[config.mk]
export PLATFORM = sky130hd
export DESIGN_NAME = ifetch_unit
export DESIGN_NICKNAME = d
export VERILOG_FILES = /design/src/rtl/ifetch_unit.sv
export SDC_FILE = /design/constraint.sdc
export NUM_CORES = 1
export LEC_CHECK = 0
export CAP_MARGIN = 10
export CORE_MARGIN = 4
export CORE_UTILIZATION = 45
export CTS_CLUSTER_DIAMETER = 80
export DETAILED_ROUTE_END_ITERATION = 10
export DONT_BUFFER_PORTS = 1
export GPL_TIMING_DRIVEN = 1
export PLACE_DENSITY = 0.71
export REMOVE_ABC_BUFFERS = 1
export SLEW_MARGIN = 10
export SYNTH_ARGS = -nofsm -noshare
export SYNTH_HDL_FRONTEND = slang
export SYNTH_SLANG_ARGS = --single-unit
export TNS_END_PERCENT = 100
[constraint.sdc]
create_clock -name clk -period 3.64 [get_ports clk]
set_input_delay 0.728 -clock clk [delete_from_list [all_inputs] [get_ports clk]]
set_output_delay 0.728 -clock clk [all_outputs]
set_load 0.05 [all_outputs]
[src/rtl/ifetch_unit.sv]
// Instruction fetch stage: holds the PC, runs a req/ack handshake with
// instruction memory, latches the returned word and presents its decoded
// fields to the controller and datapath.
// Optional feature: define IFETCH_PERF_CNT_EN to add the fetch_cnt and
// stall_cnt performance counter outputs.
module ifetch_unit #(
  parameter int unsigned        ADDR_W   = 32,
  parameter logic [ADDR_W-1:0] RESET_PC = ADDR_W'(32'h0000_0000)
) (
  input  logic              clk,
  input  logic              rst,
  output logic              imem_req,
  output logic [ADDR_W-1:0] imem_addr,
  input  logic              imem_ack,
  input  logic [31:0]       imem_rdata,
  input  logic              stall,
  input  logic              redirect_valid,
  input  logic [ADDR_W-1:0] redirect_pc,
  input  logic              flush_valid,
  input  logic [ADDR_W-1:0] flush_pc,
  output logic              instr_valid,
  output logic [31:0]       instr,
  output logic [5:0]        opcode,
  output logic [5:0]        funct,
  output logic [4:0]        rs,
  output logic [4:0]        rt,
  output logic [4:0]        rd,
  output logic [4:0]        shamt,
  output logic [15:0]       imm16,
  output logic [ADDR_W-1:0] pc,
  output logic [ADDR_W-1:0] pc_plus4
`ifdef IFETCH_PERF_CNT_EN
  ,
  output logic [31:0]       fetch_cnt,
  output logic [31:0]       stall_cnt
`endif
);

  typedef enum logic [1:0] {
    S_IDLE  = 2'd0,
    S_FETCH = 2'd1,
    S_VALID = 2'd2,
    S_DRAIN = 2'd3
  } state_t;

  state_t            state;
  logic [ADDR_W-1:0] tgt;
  logic              retire;

  // The PC is never changed while a request is outstanding (DRAIN parks the
  // new target in tgt instead), so the fetch address is simply the PC.
  assign imem_addr = pc;
  assign pc_plus4  = pc + ADDR_W'(4);
  assign retire    = instr_valid && !stall;

  assign opcode = instr[31:26];
  assign rs     = instr[25:21];
  assign rt     = instr[20:16];
  assign rd     = instr[15:11];
  assign shamt  = instr[10:6];
  assign funct  = instr[5:0];
  assign imm16  = instr[15:0];

  // Fetch FSM with registered request/valid outputs and PC/target tracking.
  always_ff @(posedge clk or posedge rst) begin
    if (rst) begin
      state       <= S_IDLE;
      pc          <= RESET_PC;
      tgt         <= RESET_PC;
      instr       <= '0;
      instr_valid <= 1'b0;
      imem_req    <= 1'b0;
    end else begin
      case (state)
        S_IDLE: begin
          if (flush_valid) begin
            pc <= flush_pc;
          end
          state    <= S_FETCH;
          imem_req <= 1'b1;
        end

        S_FETCH: begin
          if (flush_valid) begin
            if (imem_ack) begin
              // Handshake completed this cycle: drop the word and refetch.
              pc <= flush_pc;
            end else begin
              // Request still outstanding: keep address stable, park target.
              tgt   <= flush_pc;
              state <= S_DRAIN;
            end
          end else if (imem_ack) begin
            instr       <= imem_rdata;
            instr_valid <= 1'b1;
            imem_req    <= 1'b0;
            state       <= S_VALID;
          end
        end

        S_VALID: begin
          if (flush_valid) begin
            pc          <= flush_pc;
            instr_valid <= 1'b0;
            imem_req    <= 1'b1;
            state       <= S_FETCH;
          end else if (!stall) begin
            pc          <= redirect_valid ? redirect_pc : pc_plus4;
            instr_valid <= 1'b0;
            imem_req    <= 1'b1;
            state       <= S_FETCH;
          end
        end

        S_DRAIN: begin
          if (imem_ack) begin
            // A flush arriving together with the ack is the last one and wins.
            pc    <= flush_valid ? flush_pc : tgt;
            state <= S_FETCH;
          end else if (flush_valid) begin
            tgt <= flush_pc;
          end
        end

        default: begin
          state       <= S_IDLE;
          instr_valid <= 1'b0;
          imem_req    <= 1'b0;
        end
      endcase
    end
  end

`ifdef IFETCH_PERF_CNT_EN
  // Free-running performance counters; only reset clears them.
  always_ff @(posedge clk or posedge rst) begin
    if (rst) begin
      fetch_cnt <= '0;
      stall_cnt <= '0;
    end else begin
      if (retire) begin
        fetch_cnt <= fetch_cnt + 32'd1;
      end
      if (instr_valid && stall) begin
        stall_cnt <= stall_cnt + 32'd1;
      end
    end
  end
`else
  logic unused_retire;
  assign unused_retire = retire;
`endif

endmodule

==> results of run 1 <==
## cells in the mapped netlist, types with 5 or more instances
master	n	area (um2)
nor2_1	35	131
mux2_2	64	721
a31oi_1	15	93.8
clkbuf_1	32	120
xnor2_1	19	166
o211ai_1	6	45.0
inv_1	18	67.6
nand3_1	19	95.1
a21o_1	6	45.0
a221o_1	7	70.1
nor2b_1	9	56.3
o221ai_1	5	43.8
a21oi_1	27	135
a22o_1	11	96.3
buf_4	82	616
o22a_1	5	43.8
nor3_1	13	65.1
a211oi_1	6	45.0
a22oi_1	14	105
dfrtp_1	100	2500
xor2_1	7	61.3
a221oi_1	8	70.1
buf_2	7	35.0
nor4_1	6	37.5
nand4_1	13	81.3
nand2_1	56	210
o21ai_0	24	120
## metrics by stage
| stage | instance area (um2) | setup slack [ns] |
|---|---|---|
| 2_1_floorplan | 5650 | -0.525 |
| 3_3_place_gp | 6620 | 0.867 |
| 3_5_place_dp | 6620 | 0.803 |
| 4_1_cts | 6940 | 0.416 |
| 5_1_grt | 6940 | 0.190 |
| 6_report | 6940 | 0.418 |
## registers in the layout, indices dropped and copies added (netlist names)
register     flops
imem_addr       32
imem_req         1
instr           32
instr_valid      1
state            2
tgt             32
## routing by layer
layer	track usage (%)	wire length, um	vias to the layer above
met5	0	0	-
met4	8.80	583	0
met3	11.1	2440	46
met2	45.7	11200	375
met1	28.8	7650	2656
li1	-	-	2368
## final cells by class
| cell class | count | area, um2 |
|---|---|---|
| clock buffers | 11 | 243 |
| clock inverters | 5 | 83.8 |
| fillers | 1318 | 7050 |
| inverters | 19 | 73.8 |
| multi-input cells | 439 | 3080 |
| flip-flops and latches | 100 | 2500 |
| well taps | 180 | 225 |
| repair buffers | 94 | 731 |
## power by group
part	internal, mW	leakage (nW)	switching (mW)
Clock	0.624	0.152	0.440
Combinational	0.740	1.54	2.42
Sequential	1.38	1.17	0.718
## placed cells by master, fill, tap and decap left out, types with 7 or more instances in the layout
| master | Yosys | final |
|---|---|---|
| a221o_1 | 7 | 7 |
| inv_1 | 18 | 17 |
| nand2_1 | 56 | 56 |
| mux2_2 | 64 | 64 |
| a21oi_1 | 27 | 27 |
| a221oi_1 | 8 | 8 |
| a22oi_1 | 14 | 14 |
| xor2_1 | 7 | 7 |
| buf_4 | 82 | 92 |
| a31oi_1 | 15 | 15 |
| nor2_1 | 35 | 34 |
| clkbuf_16 | 0 | 9 |
| xnor2_1 | 19 | 19 |
| nor2b_1 | 9 | 8 |
| o21ai_0 | 24 | 24 |
| nand4_1 | 13 | 13 |
| nor3_1 | 13 | 12 |
| dfrtp_1 | 100 | 100 |
| nand3_1 | 19 | 19 |
| a22o_1 | 11 | 11 |
## worst paths after layout
path,start,to,slack [ns],cells past startpoint
worst max-delay path,imem_addr[4],pc_plus4[25],0.42,8
worst min-delay path,rst,instr[7],0.38,1
worst max register to register,state[0],imem_addr[22],1.02,7
worst min register to register,tgt[22],tgt[22],0.49,2
max in group asynchronous,rst,imem_addr[29],2.43,2
min in group clk,imem_ack,state[1],0.46,1
## kinds of logic (layout without fill, tap and decap cells)
group	count (synthesis)	count (layout)	share of synthesized area (%)
adders and majority gates	1	1	0.194
muxes	66	66	11.5
buffers and inverters	146	129	13.6
xor gates and xnor gates	26	26	3.53
and+or+nand+nor	183	183	14.4
AOI/OAI and AO/OA	163	163	18.0
DFF	100	100	38.8
==> flow_metrics.env, run 1 <==
export IMPL_place_congestion=0.949
export IMPL_numCtsBuffers=9
export IMPL_drv_slew=0
export IMPL_dp_hpwl_mm=16.1
export IMPL_area_delta_synth_final_pct=7.54
export IMPL_grt_pass1_wl_mm=33.0
export IMPL_die_area_mm2=0.0163
export IMPL_io_pins=280
export IMPL_cts_sinks=100
export IMPL_layout_min_cycle_time_ns=3.22
export IMPL_dieHeight_um=128
export IMPL_synth_edff_count=0
export IMPL_cp_max_fo=11
export IMPL_yosys_cell_types_count=61
export IMPL_critPathKind="reg2out"
export IMPL_total_power_mw=6.32
export IMPL_layout_nets=766
export IMPL_slew_headroom_pct=34.8
export IMPL_hold_violations=0
export IMPL_drc=0
export IMPL_diodes=0
export IMPL_die_w_um=128
export IMPL_synth_yosys_seq_area_share_pct=38.8
export IMPL_finalSetupViolCount=0
export IMPL_required_ns=2.91
export IMPL_firstDrtPassIters=5
export IMPL_cts_resized_gates=0
export IMPL_core_area_mm2=0.0140
export IMPL_hp_class="in2async"
export IMPL_start_util_pct=46.1
export IMPL_stdcell_count=848
export IMPL_avgSynthCellArea_um2=9.42
export IMPL_cts_setup_buffers=0
export IMPL_fmax_mhz=310
export IMPL_cts_root_buf="clkbuf_16"
export IMPL_worst_path_buf_inv=3
export IMPL_ys_flop_type="dfrtp_1"
export IMPL_insertion_delay_ns=0.35
export IMPL_wirelength_mm=21.8
export IMPL_crit_slowest_cell="nand3_1"
export IMPL_ys_async_sr_fraction_pct=100
export IMPL_viasPerCell=6.42
export IMPL_setup_tns_ns=0
export IMPL_cpMostUsedCell="buf_4"
export IMPL_vias=5445
export IMPL_max_stage_delay_ns=0.36
export IMPL_rsz0062_at_grt="false"
export IMPL_whs_ns=0.382
export IMPL_antenna_found_initial=0
export IMPL_synth_seq_cells=100
export IMPL_ir_drop_mv=0.756
export IMPL_wire_per_inst_um=25.8
export IMPL_endpoint_kind="output port"
export IMPL_antenna_left=0
export IMPL_clk_pin_slew_ns=0.07
export IMPL_critical_path_arrival_ns=2.49
export IMPL_grt_max_degree=61
export IMPL_synth_cell_area_mm2=0.00645
export IMPL_crit_family="simple AND/OR/NAND/NOR gates"
export IMPL_grt_pass1_vias=5639
export IMPL_cts_hold_buf=0
export IMPL_status="finished, final reports clean"
export IMPL_htree_levels=3
export IMPL_drive_gt1_share_pct=27.8
export IMPL_syn_inst=685
export IMPL_placed_cells=832
export IMPL_tritoncts="yes"
export IMPL_skew_ns=0.00559
export IMPL_crit_path_start_kind="flop"
export IMPL_drtIter0Drc=474
export IMPL_track_usage_pct=26.2
export IMPL_clockBufferDepth=2
export IMPL_p_leak_nw=2.86
export IMPL_power_density_mw_per_mm2=910
export IMPL_yosys_warnings=0
export IMPL_min_period_over_period_pct=88.5
export IMPL_grt_remaining_overflow=0
export IMPL_cap_violations=0
export IMPL_fp_row_count=43
export IMPL_io_buffer_count=0
export IMPL_max_slew_worst_pin_slew_ns=0.978
export IMPL_crit_chain="buf_4 -> nand3_1 -> nor2_1 -> buf_4 -> nand3_1 -> nor2_1 -> xor2_1 -> buf_4"
export IMPL_fin_util_pct=49.6
(Power assumes the default switching activity.)
==> inputs of run 2 (changes only) <==
CORE_MARGIN = not set   (was 4)
GPL_TIMING_DRIVEN = 0   (was 1)
PLACE_DENSITY = 0.73   (was 0.71)
clock period = 2.9 ns   (was 3.64 ns; I/O delays follow)
==> run 2 against run 1 <==
  * The flow now finishes with violations (negative setup slack)
  * Routed wire length increased by 5.5%
  * Clock power increased by 12%
  * Register-to-register slack got worse by 0.90 ns
  * Final area increased by 6.9%
  * Final cell count decreased by 5.2%
  * Sequential cell count unchanged
  * Combinational power decreased by 36%
  * Worst hold slack got worse by 0.22 ns
  * Via count increased by 3.5%
  * Global-route usage increased by 4.9 points
  * Critical path type unchanged
  * Critical endpoint is now pc_plus4[26]
==> flow_metrics.env, run 2 (synthesis results as in run 1) <==
export IMPL_die_w_um=122
export IMPL_critical_path_arrival_ns=2.56
export IMPL_track_usage_pct=31.2
export IMPL_dp_slack_ns=-1.66
export IMPL_cap_violations=0
export IMPL_crit_start="imem_addr[7]"
export IMPL_stdcell_count=804
export IMPL_ir_drop_mv=0.826
export IMPL_cts_root_buf="clkbuf_16"
export IMPL_p_leak_nw=2.86
export IMPL_endpoint_kind="output port"
export IMPL_firstDrtPassIters=5
export IMPL_die_area_mm2=0.0148
export IMPL_cts_sinks=100
export IMPL_grt_met3_usage_pct=9.88
export IMPL_placed_cells=748
export IMPL_fin_area_mm2=0.00742
export IMPL_finalSetupViolCount=14
export IMPL_r2r_end="imem_addr[20]"
export IMPL_critPathKind="reg2out"
export IMPL_timing_rr_start="state[0]"
export IMPL_switchingPower_mw=4.61
export IMPL_final_cell_mix="mux2_2 (64), dfrtp_1 (53), nand2_1 (51)"
export IMPL_layout_min_cycle_time_ns=3.14
export IMPL_grt_remaining_overflow=0
export IMPL_rrSetupSlack_ns=0.12
export IMPL_grt_pass1_wl_mm=34.2
export IMPL_crit_path_start_kind="flop"
export IMPL_max_slew_worst_pin_slew_ns=1.19
export IMPL_r2r_cells=5
export IMPL_p_comb_share_pct=25.8
export IMPL_grt_pass1_vias=5870
export IMPL_tritoncts="yes"
export IMPL_core_area_mm2=0.0139
export IMPL_htree_levels=3
export IMPL_clockBufferDepth=2
export IMPL_antenna_left=0
export IMPL_min_period_over_period_pct=108
export IMPL_dieHeight_um=122
export IMPL_mostFrequentLayoutCell="mux2_2"
export IMPL_viasPerCell=7.01
export IMPL_p_clk_share_pct=15.3
export IMPL_numCtsBuffers=9
export IMPL_diodes=0
export IMPL_drive_gt1_share_pct=37.3
export IMPL_hp_class="in2async"
export IMPL_start_util_pct=46.3
export IMPL_dp_hpwl_mm=14.6
export IMPL_fmax_mhz=318
export IMPL_place_congestion=0.874
export IMPL_antenna_found_initial=0
export IMPL_cp_max_fo=6
export IMPL_rsz0062_at_grt="true"
export IMPL_layout_nets=722
export IMPL_area_delta_synth_final_pct=14.9
export IMPL_swShare_pct=59.1
export IMPL_skew_ns=0.0158
export IMPL_cts_hold_buf=0
export IMPL_grt_max_degree=63
export IMPL_use_met1_pct=33.6
export IMPL_slew_headroom_pct=20.7
export IMPL_total_power_mw=7.80
export IMPL_fp_row_count=43
export IMPL_power_density_mw_per_mm2=1050
export IMPL_violations="negative setup slack"
export IMPL_crit_chain="nand3_4 -> nor4_4 -> nand2_2 -> or3_4 -> xnor2_4"
export IMPL_internal_power_mw=3.19
export IMPL_crit_slowest_cell="dfrtp_4"
export IMPL_drv_slew=0
export IMPL_hold_violations=0
export IMPL_wirelength_mm=23.0
export IMPL_drc=0
export IMPL_drtIter0Drc=568
export IMPL_max_stage_delay_ns=0.68
export IMPL_vias=5636
export IMPL_clk_pin_slew_ns=0.07
export IMPL_seqPwrFrac_pct=58.9
export IMPL_finalWorstSetupSlack_ns=-0.242
export IMPL_io_pins=280
export IMPL_status="finished, violations left"
export IMPL_io_buffer_count=0
export IMPL_dpl_instance_area_mm2=0.00609
export IMPL_globalRoute_busiestLayer="met2"
export IMPL_required_ns=2.32
export IMPL_wire_per_inst_um=28.7
export IMPL_insertion_delay_ns=0.36
export IMPL_use_met2_pct=53.8
run 2: changes by cell type in the layout (fill, tap and decap cells not counted), moves of 14 or more:
cell     before  now
dfrtp_4       0   25
dfrtp_2       0   22
buf_6         0   14
dfrtp_1     100   53
xnor2_1      19    1
xnor2_4       0   16
buf_4        92   23
run 2: per-layer routing:
| layer | wire length (um) | up-vias |
|---|---|---|
| li1 | - | 2281 |
| met5 | 0 | - |
| met1 | 7700 | 2748 |
| met4 | 1010 | 0 |
| met3 | 2680 | 107 |
| met2 | 11700 | 500 |
run 2: critical path, delay by kind of cell (launching register included):
kind                      cells  cell delay, ns
and+or+nand+nor               4            1.14
xor gates and xnor gates      1            0.37
DFF                           1            0.68
run 2: worst max-delay path by stage:
stage / endpoint / slack (ns)
after floorplan: pc_plus4[30] / -1.12
after global placement: imem_addr[16] / -2.79
after detailed placement: pc_plus4[26] / -1.66
after CTS: pc_plus4[26] / -0.24
after global routing: pc_plus4[30] / -0.34
final: pc_plus4[26] / -0.24
run 2: power groups by stage:
stage | Combinational [mW] | Sequential, mW | Clock [mW]
floorplan | 1.34 | 4.24 | 0
global placement | 1.52 | 4.45 | 0
detailed placement | 1.67 | 4.45 | 0
CTS | 1.92 | 4.57 | 1.21
global route | 2.12 | 4.67 | 1.27
finish | 2.01 | 4.59 | 1.19
run 2: through the flow:
step / TNS [ns] / utilization (%) / hold WS (ns)
after floorplan: -67.13 / - / 0.450
after global placement: -322.55 / 42.1 / 0.462
after detailed placement: -52.30 / 43.7 / 0.474
after CTS: -1.48 / 52.2 / 0.166
after global routing: -3.24 / 53.2 / 0.187
final: -1.77 / 53.2 / 0.159
run 2: layout make-up:
type | count | area (um2)
clock buffers | 11 | 253
clock inverters | 5 | 33.8
fillers | 1169 | 6520
inverters | 19 | 78.8
multi-input cells | 440 | 3700
flip-flops and latches | 100 | 2620
well taps | 180 | 225
repair buffers | 49 | 509
run 2: timing repair:
action | in CTS | in global routing
gates resized for setup | 138 | 13
buffers inserted | 30 | 8
setup endpoints to repair | 84 | 52
cloned | 2 | 0
pin swaps | 28 | 15
